**config.mk**
```make
export PLATFORM = sky130hd
export DESIGN_NAME = shift_sequencer
export DESIGN_NICKNAME = d
export VERILOG_FILES = /design/src/rtl/shift_sequencer.sv
export SDC_FILE = /design/constraint.sdc
export NUM_CORES = 1
export LEC_CHECK = 0
export ABC_AREA = 1
export BUFFER_PORTS_ARGS = -buffer_cell sky130_fd_sc_hd__buf_4
export CAP_MARGIN = 5
export CORE_MARGIN = 5
export CORE_UTILIZATION = 50
export DETAILED_ROUTE_END_ITERATION = 7
export MAX_ROUTING_LAYER = met4
export PLACE_DENSITY = 0.74
export SKIP_LAST_GASP = 1
export SLEW_MARGIN = 30
export SYNTH_ARGS = -nofsm -noshare
export SYNTH_HDL_FRONTEND = slang
export SYNTH_SLANG_ARGS = --single-unit
```
**constraint.sdc**
```tcl
create_clock -name clk -period 2.22 [get_ports clk]
set_input_delay 0.222 -clock clk [delete_from_list [all_inputs] [get_ports clk]]
set_output_delay 0.222 -clock clk [all_outputs]
set_load 0.005 [all_outputs]
```
**src/rtl/shift_sequencer.sv**
```systemverilog
// Sequencer for the registered 8-bit shifter: one shift/rotate request at a time, flags on response.
// Optional completed-operation counter (op_count) is built when SHIFT_SEQ_STATS_EN is defined.
//
// state | meaning
// IDLE  | ready for a request, shifter inputs parked at 0
// PASS1 | first shifter pass presented
// PASS2 | rotate only: capture pass-1 result, present the opposite-direction pass
// WAIT  | final shifter result available, build response
// RESP  | response held until consumer accepts
module shift_sequencer #(
    parameter int COUNT_W = 16
) (
    input  logic       clk,
    input  logic       rst_n,
    input  logic       req_valid,
    output logic       req_ready,
    input  logic [2:0] req_op,
    input  logic [2:0] req_amt,
    input  logic [7:0] req_data,
    output logic       sh_fill,
    output logic       sh_dir,
    output logic [2:0] sh_s,
    output logic [7:0] sh_d,
    input  logic [7:0] sh_q,
    output logic       rsp_valid,
    input  logic       rsp_ready,
    output logic [7:0] rsp_data,
    output logic       rsp_zero,
    output logic       rsp_carry,
    output logic       rsp_err
`ifdef SHIFT_SEQ_STATS_EN
    ,
    output logic [COUNT_W-1:0] op_count
`endif
);

    localparam logic [2:0] OP_SLL = 3'd0;
    localparam logic [2:0] OP_SRL = 3'd1;
    localparam logic [2:0] OP_SRA = 3'd2;
    localparam logic [2:0] OP_ROL = 3'd3;
    localparam logic [2:0] OP_ROR = 3'd4;

    typedef enum logic [2:0] {
        S_IDLE,
        S_PASS1,
        S_PASS2,
        S_WAIT,
        S_RESP
    } state_t;

    if (COUNT_W < 1) begin : g_bad_count_w
        $error("shift_sequencer: COUNT_W must be at least 1");
    end

    state_t     state;
    state_t     state_nxt;
    logic [2:0] op_r;
    logic [2:0] amt_r;
    logic [7:0] data_r;
    logic [7:0] acc;
    logic       accept;
    logic       req_illegal;
    logic       two_pass;
    logic [7:0] result;

    function automatic logic carry_of(input logic [2:0] op, input logic [2:0] amt,
                                      input logic [7:0] d);
        logic c;
        c = 1'b0;
        if (amt != 3'd0) begin
            if (op == OP_SLL || op == OP_ROL)
                c = d[3'(4'd8 - {1'b0, amt})];
            else
                c = d[amt - 3'd1];
        end
        return c;
    endfunction

    assign req_ready   = (state == S_IDLE);
    assign rsp_valid   = (state == S_RESP);
    assign accept      = req_valid && req_ready;
    assign req_illegal = (req_op > OP_ROR);
    assign two_pass    = (op_r == OP_ROL || op_r == OP_ROR) && (amt_r != 3'd0);
    assign result      = two_pass ? (sh_q | acc) : sh_q;

    always_ff @(posedge clk or negedge rst_n) begin
        if (!rst_n) state <= S_IDLE;
        else        state <= state_nxt;
    end

    always_comb begin
        state_nxt = state;
        case (state)
            S_IDLE:  if (accept) state_nxt = req_illegal ? S_RESP : S_PASS1;
            S_PASS1: state_nxt = two_pass ? S_PASS2 : S_WAIT;
            S_PASS2: state_nxt = S_WAIT;
            S_WAIT:  state_nxt = S_RESP;
            S_RESP:  if (rsp_ready) state_nxt = S_IDLE;
            default: state_nxt = S_IDLE;
        endcase
    end

    // Shifter inputs are registered so they are stable for the whole cycle the shifter samples them.
    always_ff @(posedge clk or negedge rst_n) begin
        if (!rst_n) begin
            op_r      <= 3'd0;
            amt_r     <= 3'd0;
            data_r    <= 8'd0;
            acc       <= 8'd0;
            sh_fill   <= 1'b0;
            sh_dir    <= 1'b0;
            sh_s      <= 3'd0;
            sh_d      <= 8'd0;
            rsp_data  <= 8'd0;
            rsp_zero  <= 1'b0;
            rsp_carry <= 1'b0;
            rsp_err   <= 1'b0;
        end else begin
            case (state)
                S_IDLE: begin
                    if (accept) begin
                        op_r   <= req_op;
                        amt_r  <= req_amt;
                        data_r <= req_data;
                        if (req_illegal) begin
                            rsp_data  <= req_data;
                            rsp_zero  <= (req_data == 8'd0);
                            rsp_carry <= 1'b0;
                            rsp_err   <= 1'b1;
                        end else begin
                            sh_dir  <= (req_op == OP_SRL || req_op == OP_SRA || req_op == OP_ROR);
                            sh_fill <= (req_op == OP_SRA) && req_data[7];
                            sh_s    <= req_amt;
                            sh_d    <= req_data;
                        end
                    end
                end
                S_PASS1: begin
                    if (two_pass) begin
                        sh_dir  <= ~sh_dir;
                        sh_fill <= 1'b0;
                        sh_s    <= 3'(4'd8 - {1'b0, amt_r});
                    end
                end
                S_PASS2: acc <= sh_q;
                S_WAIT: begin
                    rsp_data  <= result;
                    rsp_zero  <= (result == 8'd0);
                    rsp_carry <= carry_of(op_r, amt_r, data_r);
                    rsp_err   <= 1'b0;
                end
                S_RESP: begin
                    if (rsp_ready) begin
                        sh_fill <= 1'b0;
                        sh_dir  <= 1'b0;
                        sh_s    <= 3'd0;
                        sh_d    <= 8'd0;
                    end
                end
                default: ;
            endcase
        end
    end

`ifdef SHIFT_SEQ_STATS_EN
    always_ff @(posedge clk or negedge rst_n) begin
        if (!rst_n)
            op_count <= '0;
        else if (rsp_valid && rsp_ready && (op_count != {COUNT_W{1'b1}}))
            op_count <= op_count + 1'b1;
    end
`endif

endmodule
```
== Yosys cells after proc, flatten, opt, wreduce, memory -nomap -nowiden ==
Index checks and enable logic that the tools add are counted.
Storage, ports and cells
  bits in registers: 49
  bits of input ports: 26
  output and inout port bits: 26
  word-level logic and storage cells: 95
Cells by class
  add/subtract/negate cells: 2
  magnitude comparators: 3
  eq/ne operators: 14
  multiplexer cells: 41
  bitwise gates (word level): 2
  reductions and logical operators: 20
Operator list (count)
  8-bit 2-to-1 mux: 6
  8-bit one-hot mux with 2 select lines: 2
  1-bit 2-to-1 mux: 18
  3-bit 2-to-1 mux: 6
  8-bit logical NOT: 2
  3-bit one-hot mux with 5 select lines: 1
  3-bit by 2-bit == test with 1-bit output (second input constant): 4
  3-bit == test (second input constant): 3
  3-bit one-hot mux with 3 select lines: 1
  3-bit by 4-bit less-than comparator with 1-bit output (second input constant): 2
  8-bit OR: 1
  1-bit binary-select mux with 3-bit select: 2
  3-bit by 1-bit == test with 1-bit output (second input constant): 2
  3-bit logical NOT: 2
  2-bit by 1-bit inequality test with 1-bit output (second input constant): 3
  1-bit one-hot mux with 2 select lines: 3
  1-bit one-hot mux with 3 select lines: 2
  3-bit nonzero test: 2
  5-bit AND reduction: 1
  1-bit logical OR: 4
  2-bit inequality test (second input constant): 2
  2-bit AND reduction: 2
  4-bit AND reduction: 1
  2-bit nonzero test: 2
  other kinds (6): 8

== Logic depth before layout (Yosys ltp) ==
Gate-level depths: netlist of the first run.
  word-level depth: 6
  depth in mapped cells: 11

== Worst setup path after synthesis of the first run ==
OpenSTA, ideal clock, no wires.
  kind: reg-to-reg
  start: register amt_r[0]
  end: register rsp_zero
  arrival time: 1.531 ns
  setup slack: 0.617 ns
  cell stages (with the launch flop): 12
  buffers on the path: 0
  period minus slack after synthesis: 1.603 ns
  path through: dfrtp_1 -> inv_1 -> ha_1 -> ha_1 -> clkinv_1 -> nand3_1 -> nand2_1 -> nor2_1 -> nand2_1 -> nor2_1 -> nor2_1 -> nor2_1
On the way
  cells in the longest elaborated chain, start to end: 5
Ends and longest elaborated chain
  from (decl): RTL line 58  | logic [2:0] amt_r;
  from (signal assigned): RTL line 123  | amt_r <= req_amt;
  3-bit nonzero test: RTL line 83  | assign two_pass = (op_r == OP_ROL || op_r == OP_ROR) && (amt_r != 3'd0);
  1-bit logical AND: RTL line 83
  8-bit 2-to-1 mux: RTL line 84  | assign result = two_pass ? (sh_q | acc) : sh_q;
  8-bit logical NOT: RTL line 148  | rsp_zero <= (result == 8'd0);
  1-bit one-hot mux with 2 select lines: RTL line 119  | case (state)
  to (signal assigned): RTL line 127  | rsp_zero <= (req_data == 8'd0);
  to (signal assigned): RTL line 148
  to (decl): RTL line 28  | output logic rsp_zero,
No other way between the ends.
A chain may end at the register's enable or synchronous reset.

== Worst setup path after layout of the first run ==
Same ends and word-level chain as after synthesis.

==> reports/metrics.csv, run 1 <==
metric,value,unit
status,finished clean,
P_leak,0.00157,uW
total grt overflow,0,
Combinational Power Share,50.5,%
worst-path fanout max,10,
Synth area leaders,"dfrtp_1, nand2_1, inv_1",
"Power, Total",4260,uW
WL per Instance,13.2,um
CTS Buf Count,5,
clock skew,0.00307,ns
Worst Max-Slew Pin Slew,0.748,ns
Core Area,0.00479,mm2
GPL Wtd Cong,0.835,
Via density,5.13,
largest net degree at the start of global routing,50,
antenna violations before repair,0,
share of post-route cells with drive strength above 1,20.3,%
"Core Util, Final",63.3,%
first-pass GRT wire length,9600,um
Startpoint Class,flip-flop,
die area,0.00652,mm2
critical path class,flip-flop to flip-flop,
Critical Path RT,2.45,ns
Tmin final,1.93,ns
slew margin rel.,50.0,%
post-route setup TNS,0,ns
Yosys warning count,0,
worst IR drop on VDD,0.771,mV
sequential area share after synthesis,49.0,%
Reg2Reg Depth,11,
final setup violation count,0,
Worst-path clk slew,0.08,ns
max-cap violation count,0,
WP data arrival,2.16,ns
sequential share of power,37.2,%
Initial Utilization,52.3,%
DR pass1 iterations,4,
fill count,441,
dominant cell type by area after synthesis,dfrtp_1,
Synth Instances,316,
R2R Path Start,amt_r[0]$_DFFE_PN0P_,
Post-Route WL,5760,um
net switching share of the total power,42.5,%
Worst-Skew Late Latency,0.29,ns
Worst path slowest cell,dfrtp_1,
Setup crit end kind,flip-flop,
Post-Syn Area,0.00250,mm2
number of global-route vias before repair,2086,
number of synthesized register bits,49,
clk sink count,49,
clock network power share,12.3,%
H-tree lvl count,2,
crit-path max cell delay,0.38,ns
sw power,1810,uW
number of buffers on the longest clock path,2,
Final Max Slew Viols,0,
Setup crit end,rsp_zero$_DFFE_PN0P_,
Clock Tree Root,clkbuf_8,
Ports,52,
IO buf count,51,
"Hold Vio Cnt, Final",0,
Cell Rows,25,
gr usage total,19.5,%
Yosys top cell area share,49.0,%
critical-path cell list,inv_1 -> ha_1 -> ha_1 -> clkinv_1 -> nand3_1 -> nand2_1 -> nor2_1 -> nand2_1 -> nor2_1 -> nor2_1 -> nor2_1,
synth unique cells,32,
Vias,2236,
Post-CTS Resized,0,
drt drc,0,
1st-iter DRT viols,173,
syn nets,345,
worst slack at placement,0.350,ns
unrepaired setup endpoints after global routing,false,
Chip Width,80.8,um
ant diodes,0,
Setup crit start,amt_r[0]$_DFFE_PN0P_,
post-route setup slack,0.291,ns
Layout area overhead,21.1,%
fin crit share,86.9,%
die height,80.8,um
TritonCTS clock tree,done,
Layout Nets,398,
"most used cell, CP",nor2_1,
worst reg2reg endpoint,rsp_zero$_DFFE_PN0P_,
worst min path class,input port to flip-flop,
detailed placement HPWL,4320,um
Reg2Reg Setup Slack,0.29,ns
Syn Area/Cell,7.92,um2
Internal,2450,uW
Max Fclk,0.518,GHz
PwrDens,1400,mW/mm2
DRT antenna net count,0,
## power groups by stage
stage	sequential (uW)	combinational [uW]	clock [uW]
2_1_floorplan	1570	1460	0
3_3_place_gp	1590	2100	0
3_5_place_dp	1590	2160	0
4_1_cts	1580	2160	539
5_1_grt	1630	2430	587
6_report	1580	2150	525
## sequential cells by signal, indices dropped and copies added, names as in the netlist
| signal | count |
|---|---|
| amt_r | 3 |
| sh_dir | 1 |
| data_r | 8 |
| acc | 8 |
| sh_d | 8 |
| sh_s | 3 |
| rsp_carry | 1 |
| state | 3 |
| rsp_zero | 1 |
| rsp_data | 8 |
| rsp_err | 1 |
| sh_fill | 1 |
| op_r | 3 |
## layout make-up
type                    count  area [um2]  area share, %
clock buffers               7        86.3           2.85
flip-flops and latches     49        1230           40.4
inverters                  54         205           6.77
well taps                  67        83.8           2.77
multi-input cells         206        1030           34.0
repair buffers             53         400           13.2
## worst max-delay path, delay by kind of cell (launching register included)
kind          cells  cell delay (ns)
simple gates      7             0.69
flops             1             0.38
buf+inv           2             0.47
fa+ha+maj         2             0.32
## repair_timing
item                                   4_1_cts  5_1_grt
endpoints found under the hold margin       49        0
buffers inserted                             0        0
hold buffers                                 1        0
## routing by layer
metal / share of wire (%) / track usage [%] / wire (um)
met3: 5.3 / 3.99 / 304
met1: 47 / 27.3 / 2690
met2: 47 / 29.5 / 2720
met4: 0.83 / 4.73 / 48
met5: 0 / - / 0
## placed cells by master, fill, tap and decap left out, drive strengths merged, types with 2 or more instances in the layout
cell	n
buf	52
clkinv	2
a21oi	17
ha	3
nor3	3
nand3	25
nand2	68
dfrtp	49
o211ai	3
nand4	3
o21ai	46
o22ai	3
nor2	30
clkbuf	7
inv	52
## worst min path at each step
stage | start | depth (start not counted) | to
after CTS | sh_q[6] | 3 | acc[6]$_DFFE_PN0N_
final | sh_q[6] | 3 | acc[6]$_DFFE_PN0N_
after detailed placement | rst_n | 1 | sh_d[7]$_DFFE_PN0P_
after global routing | sh_q[6] | 3 | acc[6]$_DFFE_PN0N_
after floorplan | rst_n | 0 | acc[0]$_DFFE_PN0N_
after global placement | rst_n | 1 | sh_d[3]$_DFFE_PN0P_
## Yosys cell counts, drive strengths merged
cell type,number
clkbuf,4
a21oi,17
o22ai,3
or2,1
ha,3
nor2,30
nand3,25
o31ai,1
o211ai,3
o21ai,46
nor3,3
inv,52
nand4,3
xnor2,1
dfrtp,49
a31oi,1
buf,3
o21a,1
clkinv,2
nand2,68
## metrics by stage
stage	hold slack [ns]	instance area, um2	instances
floorplan	-0.0736	2500	316
global placement	0.275	2940	428
detailed placement	0.286	2940	428
CTS	0.135	3030	436
global route	0.131	3030	436
finish	0.144	3030	436
## cells by family (layout without fill, tap and decap cells)
group / after synthesis / after routing / synth area share [%]
AOI/OAI and AO/OA: 72 / 72 / 15.7
DFF: 49 / 49 / 49.0
buffers and inverters: 61 / 114 / 9.89
and+or+nand+nor: 130 / 130 / 23.6
xor gates and xnor gates: 1 / 1 / 0.350
adders and majority gates: 3 / 3 / 1.50
No activity file was read; power rests on OpenSTA's default activity.
==> run 2, diff against run 1 <==
==> constraint.sdc (replaced) <==
create_clock -name clk -period 2.22 [get_ports clk]
set_input_delay 0 -clock clk [delete_from_list [all_inputs] [get_ports clk]]
set_output_delay 0 -clock clk [all_outputs]
set_load 0.005 [all_outputs]
==> run 2 against run 1 <==
Compared with the run above: clock power barely moved; sequential power barely moved; cell count up 3.7%; worst hold slack worse by 0.14 ns; power increased by 0.68%.
==> reports/metrics.csv, run 2 (synthesized netlist as in run 1, its figures left out) <==
metric,value,unit,change
status,finished clean,,unchanged
post-route setup slack,0.300,ns,was 0.291 ns
Max Fclk,0.521,GHz,was 0.518 GHz
DR pass1 iterations,4,,unchanged
Ports,52,,unchanged
final setup violation count,0,,unchanged
worst slack at placement,0.350,ns,unchanged
Via density,5.08,,was 5.13
Post-Route WL,6050,um,was 5760 um
critical path class,flip-flop to flip-flop,,unchanged
die height,80.8,um,unchanged
drt drc,0,,unchanged
Reg2Reg Depth,11,,unchanged
Vias,2297,,was 2236
Worst-Skew Late Latency,0.30,ns,was 0.29 ns
Startpoint Class,flip-flop,,unchanged
Layout area overhead,27.5,%,was 21.1%
Combinational Power Share,50.8,%,was 50.5%
GPL Wtd Cong,0.835,,unchanged
Clock Tree Root,clkbuf_8,,unchanged
ant diodes,0,,unchanged
met1 GRT Util,27.8,%,was 27.3%
most frequent cells in the layout,"nand2_1, buf_4, dfrtp_1",,unchanged
Chip Width,80.8,um,unchanged
Setup crit end kind,flip-flop,,unchanged
worst-path fanout max,10,,unchanged
net switching share of the total power,42.4,%,was 42.5%
worst hold slack,0.00338,ns,was 0.144 ns
max-cap violation count,0,,unchanged
total grt overflow,0,,unchanged
IO buf count,51,,unchanged
worst IR drop on VDD,0.771,mV,about the same
Initial Utilization,52.3,%,unchanged
WP data arrival,2.15,ns,was 2.16 ns
detailed placement HPWL,4320,um,unchanged
H-tree lvl count,2,,unchanged
sw power,1820,uW,was 1810 uW
Tmin final,1.92,ns,was 1.93 ns
1st-iter DRT viols,139,,was 173
die area,0.00652,mm2,unchanged
Cell Rows,25,,unchanged
largest net degree at the start of global routing,50,,unchanged
number of buffers on the longest clock path,2,,unchanged
Layout Nets,414,,was 398
Internal,2470,uW,was 2450 uW
Critical Path RT,2.45,ns,about the same
met3 Use GR,3.66,%,was 3.99%
fin crit share,86.5,%,was 86.9%
WL per Instance,13.4,um,was 13.2 um
P_leak,0.00164,uW,was 0.00157 uW
"most common cell after layout, fill and taps aside",nand2_1,,unchanged
share of post-route cells with drive strength above 1,19.5,%,was 20.3%
TritonCTS clock tree,done,,unchanged
"Power, Total",4280,uW,was 4260 uW
cell depth of the worst hold path,3,,unchanged
slew margin rel.,50.0,%,about the same
met2 global-route usage,32.5,%,was 29.5%
Worst-path clk slew,0.08,ns,about the same
clk sink count,49,,unchanged
PwrDens,1340,mW/mm2,was 1400 mW/mm2
Worst Max-Slew Pin Slew,0.748,ns,about the same
number of global-route vias before repair,2179,,was 2086
sequential share of power,36.9,%,was 37.2%
worst min path class,input port to flip-flop,,unchanged
clock network power share,12.3,%,about the same
Post-CTS Resized,0,,unchanged
CTS Buf Count,5,,unchanged
clock skew,0.00494,ns,was 0.00307 ns
Core Area,0.00479,mm2,unchanged
first-pass GRT wire length,10100,um,was 9600 um
antenna violations before repair,0,,unchanged
unrepaired setup endpoints after global routing,false,,unchanged
post-route setup TNS,0,ns,unchanged
GR peak layer,met2,,unchanged
DRT antenna net count,0,,unchanged
"Hold Vio Cnt, Final",0,,unchanged
Final Max Slew Viols,0,,unchanged
gr usage total,20.5,%,was 19.5%
==> run 2: cell types whose count changed in the layout (fill, tap and decap cells not counted), sizes merged <==
cell	delta
dlygate4sd3	+16
==> run 2: repair_timing <==
item | 4_1_cts | 5_1_grt
hold buffers | 17 | 0
hold endpoints to repair | 65 | 0
buffers inserted | 0 | 0
==> run 2: metal layers <==
layer / routed length, um / share of wire, % / up-vias
met4: 48 / 0.79 / 0
met5: 0 / 0 / -
met2: 2990 / 49 / 53
li1: - / - / 1152
met3: 251 / 4.2 / 7
met1: 2760 / 46 / 1085
==> run 2: worst max-delay path: stages, from the launching register on <==
cell and delay [ns]:
dfrtp_1 0.38, inv_1 0.17, ha_1 0.18, ha_1 0.14
clkinv_1 0.29, nand3_1 0.20, nand2_1 0.09, nor2_1 0.11
nand2_1 0.06, nor2_1 0.10, nor2_1 0.04, nor2_1 0.08
==> run 2: cell type report <==
type | instances | area [um2]
Multi-Input combinational cell | 206 | 1030
Sequential cell | 49 | 1230
Timing Repair Buffer | 69 | 561
Fill cell | 420 | 1590
Clock buffer | 7 | 86.3
Tap cell | 67 | 83.8
Inverter | 54 | 205
==> run 2: path summary, 6_finish.rpt <==
| check | slack [ns] | startpoint | end |
|---|---|---|---|
| setup / recovery | 0.30 | amt_r[0]$_DFFE_PN0P_ | rsp_zero$_DFFE_PN0P_ |
| hold / removal | 0.003 | req_amt[1] | amt_r[1]$_DFFE_PN0P_ |
| setup reg to reg | 0.30 | amt_r[0]$_DFFE_PN0P_ | rsp_zero$_DFFE_PN0P_ |
| hold reg to reg | 0.49 | acc[6]$_DFFE_PN0N_ | acc[6]$_DFFE_PN0N_ |
| max in group asynchronous | 1.53 | rst_n | rsp_data[6]$_DFFE_PN0P_ |
| min in group asynchronous | 0.25 | rst_n | sh_d[3]$_DFFE_PN0P_ |
==> run 2: stage by stage <==
stage               instances  util, %  area (um2)
finish                    452     66.7        3190
global route              452     66.7        3190
CTS                       452     66.7        3190
detailed placement        428     61.3        2940
global placement          428     61.3        2940
floorplan                 316        -        2500
==> run 2: power by group through the flow <==
| stage | clock network (uW) | logic, uW | registers (uW) |
|---|---|---|---|
| finish | 527 | 2180 | 1580 |
| global route | 588 | 2460 | 1630 |
| CTS | 539 | 2190 | 1580 |
| detailed placement | 0 | 2160 | 1590 |
| global placement | 0 | 2100 | 1590 |
| floorplan | 0 | 1460 | 1570 |
